### src/rtl/hcsr04_pkg.sv
// hcsr04_pkg: shared definitions for the multi-channel HC-SR04 controller.
//   estado_t      - FSM state encoding; the value doubles as the db_estado code
//   DB_ILEGAL     - debug code shown while the state register holds a bad value
//   ERR_*         - erro_cod values delivered with each measurement
//   clog2w / maxi - elaboration-time width helpers
package hcsr04_pkg;

    typedef enum logic [3:0] {
        INICIAL       = 4'd0,
        PREPARACAO    = 4'd1,
        ENVIA_TRIGGER = 4'd2,
        ESPERA_ECHO   = 4'd3,
        MEDIDA        = 4'd4,
        ARMAZENA      = 4'd5,
        PAUSA         = 4'd6,
        FINAL         = 4'd15
    } estado_t;

    localparam logic [3:0] DB_ILEGAL   = 4'd14;

    localparam logic [1:0] ERR_OK      = 2'b00;
    localparam logic [1:0] ERR_TIMEOUT = 2'b01;
    localparam logic [1:0] ERR_LONGO   = 2'b10;

    // Bits needed to index/count v distinct values, never less than 1.
    function automatic int clog2w(input int v);
        return (v <= 2) ? 1 : $clog2(v);
    endfunction

    function automatic int maxi(input int a, input int b);
        return (a > b) ? a : b;
    endfunction

endpackage

### src/rtl/contador_param.sv
// contador_param: modulo-MAX up counter with synchronous clear.
//   clock, reset - system clock, synchronous active-high reset
//   zera         - clear to 0 (wins over conta)
//   conta        - count enable; wraps to 0 after MAX-1
//   Q            - current count
//   fim          - high while Q == MAX-1
module contador_param #(
    parameter int WIDTH = 8,
    parameter int MAX   = 256
) (
    input  logic             clock,
    input  logic             reset,
    input  logic             zera,
    input  logic             conta,
    output logic [WIDTH-1:0] Q,
    output logic             fim
);

    localparam logic [WIDTH-1:0] ULT = WIDTH'(MAX - 1);

    assign fim = (Q == ULT);

    always_ff @(posedge clock) begin
        if (reset || zera) begin
            Q <= '0;
        end else if (conta) begin
            Q <= fim ? '0 : Q + WIDTH'(1);
        end
    end

endmodule

### src/rtl/hcsr04_multi_ctrl.sv
// hcsr04_multi_ctrl: round-robin controller for N_CH HC-SR04 ultrasonic sensors.
// Per channel: trigger pulse, wait for echo (timeout + bounded retries),
// measure echo width, strobe the result, then an idle gap before the next channel.
//   clock, reset   - system clock, synchronous active-high reset
//   medir          - start a sweep (only looked at in INICIAL)
//   continuo       - restart the sweep after FINAL (only looked at in FINAL)
//   echo           - raw asynchronous echo inputs, one per sensor
//   trigger        - trigger outputs, at most one bit high
//   canal          - channel being worked on / of the strobed result
//   medida         - echo width in clocks, held until the next strobe
//   erro_cod       - 00 ok, 01 no echo, 10 echo too long; held with medida
//   medida_valida  - 1-cycle result strobe
//   pronto         - 1-cycle end-of-sweep strobe
//   ocupado        - high outside INICIAL
//   db_estado      - debug state code
module hcsr04_multi_ctrl
    import hcsr04_pkg::*;
#(
    parameter int N_CH            = 2,
    parameter int TRIG_CYCLES     = 500,
    parameter int TIMEOUT_CYCLES  = 1_000_000,
    parameter int MAX_ECHO_CYCLES = 1_200_000,
    parameter int MAX_RETRY       = 2,
    parameter int GAP_CYCLES      = 3_000_000,
    parameter int ECHO_W          = 21,
    parameter int CH_W            = clog2w(N_CH)
) (
    input  logic              clock,
    input  logic              reset,
    input  logic              medir,
    input  logic              continuo,
    input  logic [N_CH-1:0]   echo,
    output logic [N_CH-1:0]   trigger,
    output logic [CH_W-1:0]   canal,
    output logic [ECHO_W-1:0] medida,
    output logic [1:0]        erro_cod,
    output logic              medida_valida,
    output logic              pronto,
    output logic              ocupado,
    output logic [3:0]        db_estado
);

    // One timer serves trigger, timeout and gap; it is sized for the longest.
    localparam int TMR_MAX = maxi(maxi(TRIG_CYCLES, TIMEOUT_CYCLES), GAP_CYCLES);
    localparam int TMR_W   = clog2w(TMR_MAX);
    localparam int RET_W   = clog2w(MAX_RETRY + 1);

    localparam logic [TMR_W-1:0] TRIG_ULT    = TMR_W'(TRIG_CYCLES - 1);
    localparam logic [TMR_W-1:0] TIMEOUT_ULT = TMR_W'(TIMEOUT_CYCLES - 1);
    localparam logic [TMR_W-1:0] GAP_ULT     = TMR_W'(GAP_CYCLES - 1);
    localparam logic [CH_W-1:0]  CANAL_ULT   = CH_W'(N_CH - 1);
    localparam logic [RET_W-1:0] RETRY_MAX   = RET_W'(MAX_RETRY);

    estado_t            estado;
    logic [RET_W-1:0]   retry;

    // Two-flop synchroniser, all channels in parallel.
    logic [1:0][N_CH-1:0] echo_pipe;
    logic [N_CH-1:0]      echo_s;
    logic                 eco;

    always_ff @(posedge clock) begin
        if (reset) echo_pipe <= '0;
        else       echo_pipe <= {echo_pipe[0], echo};
    end

    assign echo_s = echo_pipe[1];
    assign eco    = echo_s[canal];

    // Shared timer: counts only in the timed states and is cleared on every
    // exit, so each timed state starts from 0.
    logic [TMR_W-1:0] tmr_q;
    logic             tmr_fim, tmr_conta, tmr_ult_hit, tmr_end, tmr_zera;

    always_comb begin
        tmr_conta   = 1'b0;
        tmr_ult_hit = 1'b0;
        case (estado)
            ENVIA_TRIGGER: begin tmr_conta = 1'b1; tmr_ult_hit = (tmr_q == TRIG_ULT);    end
            ESPERA_ECHO:   begin tmr_conta = 1'b1; tmr_ult_hit = (tmr_q == TIMEOUT_ULT); end
            PAUSA:         begin tmr_conta = 1'b1; tmr_ult_hit = (tmr_q == GAP_ULT);     end
            default: ;
        endcase
    end

    assign tmr_end  = tmr_conta && (tmr_ult_hit || tmr_fim);
    assign tmr_zera = !tmr_conta || tmr_end;

    contador_param #(.WIDTH(TMR_W), .MAX(TMR_MAX)) u_tmr (
        .clock (clock),
        .reset (reset),
        .zera  (tmr_zera),
        .conta (tmr_conta),
        .Q     (tmr_q),
        .fim   (tmr_fim)
    );

    // Echo width: the rising cycle in ESPERA_ECHO already counts, so the value
    // on the first MEDIDA cycle is 1 and equals the high-cycle count on fall.
    logic [ECHO_W-1:0] larg_q;
    logic              larg_fim, larg_conta, larg_zera;

    assign larg_conta = eco && (estado == ESPERA_ECHO || estado == MEDIDA);
    assign larg_zera  = !(estado == MEDIDA || larg_conta);

    contador_param #(.WIDTH(ECHO_W), .MAX(MAX_ECHO_CYCLES + 1)) u_larg (
        .clock (clock),
        .reset (reset),
        .zera  (larg_zera),
        .conta (larg_conta),
        .Q     (larg_q),
        .fim   (larg_fim)
    );

    logic [N_CH-1:0] trig_sel;

    always_comb begin
        trig_sel        = '0;
        trig_sel[canal] = 1'b1;
    end

    always_ff @(posedge clock) begin
        if (reset) begin
            estado        <= INICIAL;
            canal         <= '0;
            retry         <= '0;
            trigger       <= '0;
            medida        <= '0;
            erro_cod      <= ERR_OK;
            medida_valida <= 1'b0;
            pronto        <= 1'b0;
        end else begin
            medida_valida <= 1'b0;
            pronto        <= 1'b0;
            case (estado)
                INICIAL: begin
                    if (medir) begin
                        estado <= PREPARACAO;
                        canal  <= '0;
                        retry  <= '0;
                    end
                end
                PREPARACAO: begin
                    estado  <= ENVIA_TRIGGER;
                    trigger <= trig_sel;
                end
                ENVIA_TRIGGER: begin
                    if (tmr_end) begin
                        estado  <= ESPERA_ECHO;
                        trigger <= '0;
                    end
                end
                ESPERA_ECHO: begin
                    // Echo is checked first so it wins over a same-cycle timeout.
                    if (eco) begin
                        estado <= MEDIDA;
                    end else if (tmr_end) begin
                        if (retry < RETRY_MAX) begin
                            retry   <= retry + RET_W'(1);
                            estado  <= ENVIA_TRIGGER;
                            trigger <= trig_sel;
                        end else begin
                            estado        <= ARMAZENA;
                            medida        <= '0;
                            erro_cod      <= ERR_TIMEOUT;
                            medida_valida <= 1'b1;
                        end
                    end
                end
                MEDIDA: begin
                    if (!eco) begin
                        estado        <= ARMAZENA;
                        medida        <= larg_q;
                        erro_cod      <= ERR_OK;
                        medida_valida <= 1'b1;
                    end else if (larg_fim) begin
                        estado        <= ARMAZENA;
                        medida        <= ECHO_W'(MAX_ECHO_CYCLES);
                        erro_cod      <= ERR_LONGO;
                        medida_valida <= 1'b1;
                    end
                end
                // Result registers were loaded on entry; the strobe is live now.
                ARMAZENA: estado <= PAUSA;
                PAUSA: begin
                    if (tmr_end) begin
                        if (canal != CANAL_ULT) begin
                            canal  <= canal + CH_W'(1);
                            retry  <= '0;
                            estado <= PREPARACAO;
                        end else begin
                            estado <= FINAL;
                            pronto <= 1'b1;
                        end
                    end
                end
                FINAL: begin
                    if (continuo) begin
                        estado <= PREPARACAO;
                        canal  <= '0;
                        retry  <= '0;
                    end else begin
                        estado <= INICIAL;
                    end
                end
                default: begin
                    estado  <= INICIAL;
                    trigger <= '0;
                end
            endcase
        end
    end

    assign ocupado = (estado != INICIAL);

    always_comb begin
        case (estado)
            INICIAL, PREPARACAO, ENVIA_TRIGGER, ESPERA_ECHO,
            MEDIDA, ARMAZENA, PAUSA, FINAL: db_estado = estado;
            default:                        db_estado = DB_ILEGAL;
        endcase
    end

endmodule
### config.mk
export PLATFORM = sky130hd
export DESIGN_NAME = hcsr04_multi_ctrl
export DESIGN_NICKNAME = d
export VERILOG_FILES = /design/src/rtl/hcsr04_pkg.sv /design/src/rtl/contador_param.sv /design/src/rtl/hcsr04_multi_ctrl.sv
export SDC_FILE = /design/constraint.sdc
export NUM_CORES = 1
export LEC_CHECK = 0
export ABC_AREA = 1
export CORE_ASPECT_RATIO = 0.9
export CORE_UTILIZATION = 63
export CTS_CLUSTER_DIAMETER = 200
export CTS_CLUSTER_SIZE = 24
export DETAILED_ROUTE_END_ITERATION = 16
export PLACE_DENSITY = 0.86
export SLEW_MARGIN = 5
export SYNTH_ARGS = -nofsm -noshare
export SYNTH_HDL_FRONTEND = slang
export SYNTH_HIERARCHICAL = 1
export SYNTH_SLANG_ARGS = --single-unit
export TNS_END_PERCENT = 50
### constraint.sdc
create_clock -name clock -period 5.95 [get_ports clock]
set_clock_uncertainty 0.05 [all_clocks]
set_input_delay 1.19 -clock clock [delete_from_list [all_inputs] [get_ports clock]]
set_output_delay 1.19 -clock clock [all_outputs]
set_load 0.03 [all_outputs]
==> metrics.cfg <==
[setup_path]
crit_type=reg2out
ff2ff_path_depth=10
crit_fanout=6
critical-path-slowest-cell=clkdlybuf4s50_1
reg2reg_from=estado[3]
worst_ep_arrival_time_ns=2.12
worst_path_largest_cell_delay_ns=0.68
reg2reg_setup_slack_ns=3.45
crit_chain=nand2_2 -> nor2_1 -> inv_1 -> nor2_1 -> inv_1 -> a21oi_1 -> clkdlybuf4s50_1
worst_ep_required_time_ns=4.71
start_kind=flip-flop
critPathLaunch=estado[0]
endpoint_kind=primary output

[floorplan]
core-area_um2=6760
rows=28
ios=39
die-area_um2=7510
die_x_um=91.2
die_h_um=82.3
start_util=0.668

[clock_tree]
hold_buffers=0
cts_tree=done
cts_made_buffers=9
cts_setup_buffers=0
h-tree-depth=3
clock-sinks=81
cts_resized=0
clk_path_buf_depth=2
root_buffer=clkbuf_8
clk_latency_ns=0.36
clk_pin_slew_ns=0.08

[yosys]
seq_area_frac_synth=0.359
ys_ff_latch=81
async_flop_share=0
synth_cell_types=39
synth_nets=704
synth_flop_cell=dfxtp_1
avgSynthCellArea_um2=6.50
syn_inst=695
ys_warn_count=6
synth_area_um2=4510
synth-edff-count=0

[power]
power.total_mw=1.51
pwr-share-comb=0.308
intPower_mw=0.970
p_leak_nw=2.01
p_switching_mw=0.541
pwr-share-seq=0.401
ir_drop_v=0.000155
clockPowerShare=0.291
power.density_nw_per_um2=294
switching_share=0.358

[grt]
grt_usage=0.318
grt_overflow=0
grt_pass1_vias=4022
antenna_found_initial=0
grt_pass1_wl_um=18700
grt_max_degree=27

[drt]
drtIter0Drc=331
vias=4458
drtAntennaViolNets=0
vias_per_cell=5.38
first_pass_iters=6
wire_per_inst_um=13.6
drt_wl_total_um=11300
drc=0

[sta]
tns_ns=0
max_freq_mhz=298
slew_violations=0
finalCriticalPeriod_ns=3.36
worst-slew-pin-transition_ns=0.912
slew_headroom=0.389
hold_viol_final=0
setup_viol=0
min_period_over_period=0.564
rsz0062_at_grt=false
setup_ws_ns=2.59

[cells_and_area]
regArea_um2=1620
diodes=0
area_delta_synth_final_pct=14.0
fin_nets=744
drive_gt1_frac=0.110
multiInputGateArea_um2=2450
n_fill_cell=559

[place]
io_buffer_count=38
hpwlAfterDp_um=8310
pre_cts_ws_ns=2.99
gp_congestion=0.923

[min_path]
hold_class=reg2reg
holdPathStages=2
hp-start=echo_pipe[1]

[run]
drv_cap=0

[outcome]
outcome=completed

[power by group through the flow]
stage	Sequential, mW	Clock [mW]	Combinational, mW
global route	0.610	0.467	0.513
global placement	0.615	0	0.456
CTS	0.605	0.445	0.463
floorplan	0.663	0	0.292
detailed placement	0.617	0	0.462
finish	0.606	0.439	0.466
[layer usage]
metal  GRT usage  wire length, µm  vias up  part of all wire
li1            -                -     2232                 -
met5           0                0        -                 0
met3      0.0760              827       24             0.073
met1       0.392             4940     2011              0.44
met4      0.0952              202        0             0.018
met2       0.561             5340      191              0.47
[sequential cells by signal, summed over array words and instances, names as in the netlist]
register and flops:
echo_pipe 2, canal 1, retry 2, medida_valida 1, erro_cod 2, u_tmr/Q 22, medida 21, trigger 2
estado 4, echo_s 2, pronto 1, u_larg/Q 21
[path summary, 6_finish.rpt]
kind,end
min,echo_s[1]
max,db_estado[0]
max reg2reg,u_larg/Q[5]
min reg2reg,echo_s[1]
[critical path: cells and delay by family, from the launching register on]
family | cells | cell delay (ns)
and+or+nand+nor | 3 | 0.38
AOI/OAI and AO/OA | 1 | 0.13
DFF | 1 | 0.44
buffers and inverters | 3 | 0.83
[Yosys cell counts (all sizes together) (3+ instances only)]
master | n | area (µm²)
nor2 | 152 | 658
o21bai | 4 | 30.0
nand3b | 3 | 22.5
a21oi | 32 | 194
nand4 | 10 | 62.6
xnor2 | 7 | 61.3
nor3 | 9 | 45.0
nand2 | 203 | 832
ha | 3 | 37.5
xor2 | 11 | 96.3
dfxtp | 81 | 1620
inv | 94 | 355
buf | 8 | 76.3
o21ai | 19 | 95.1
nand3 | 45 | 235
[layout make-up]
class / count / area share
Clock buffer: 9 / 0.0241
Clock inverter: 6 / 0.0177
Inverter: 96 / 0.0705
Multi-Input combinational cell: 508 / 0.475
Sequential cell: 81 / 0.315
Tap cell: 90 / 0.0219
Timing Repair Buffer: 39 / 0.0754
[layout by cell type (no fill, tap or decap)]
cell             instances
buf_4                    1
o21ai_0                 11
clkdlybuf4s50_1         38
a21oi_2                  9
inv_4                    1
a21oi_1                 23
o21ai_1                  8
inv_6                    1
bufinv_16                2
clkbuf_8                 9
or2_2                    1
nor4_1                   1
a221oi_1                 1
nand3_2                  2
nor2_2                  14
o21bai_1                 4
nand2_1                179
clkinv_1                 2
a211oi_1                 1
clkinv_2                 1
nor2_1                 131
nor2_4                   7
o211a_1                  1
dfxtp_1                 81
and3_1                   1
inv_1                   86
nand3_1                 43
nand3b_1                 3
clkinv_4                 2
mux2i_1                  1
nand2_4                  2
nor3_1                   9
nand4_1                 10
and2_1                   1
xor2_1                  11
nand2_2                 22
o211ai_1                 2
xnor2_1                  7
inv_2                    7
ha_1                     3
[cell families after synthesis]
group	synth area share
flops	0.359
mux	0.00222
simple gates	0.417
xor+xnor	0.0349
buf+inv	0.0989
compound gates	0.0798
fa+ha+maj	0.00832
[stage by stage]
stage / utilization / cell area, µm² / instances / hold WS, ns
2_1_floorplan: - / 4510 / 695 / 0.338
3_3_place_gp: 0.729 / 4930 / 814 / 0.344
3_5_place_dp: 0.729 / 4930 / 814 / 0.372
4_1_cts: 0.761 / 5150 / 829 / 0.390
5_1_grt: 0.761 / 5150 / 829 / 0.410
6_report: 0.761 / 5150 / 829 / 0.384
(Power assumes the default switching activity.)
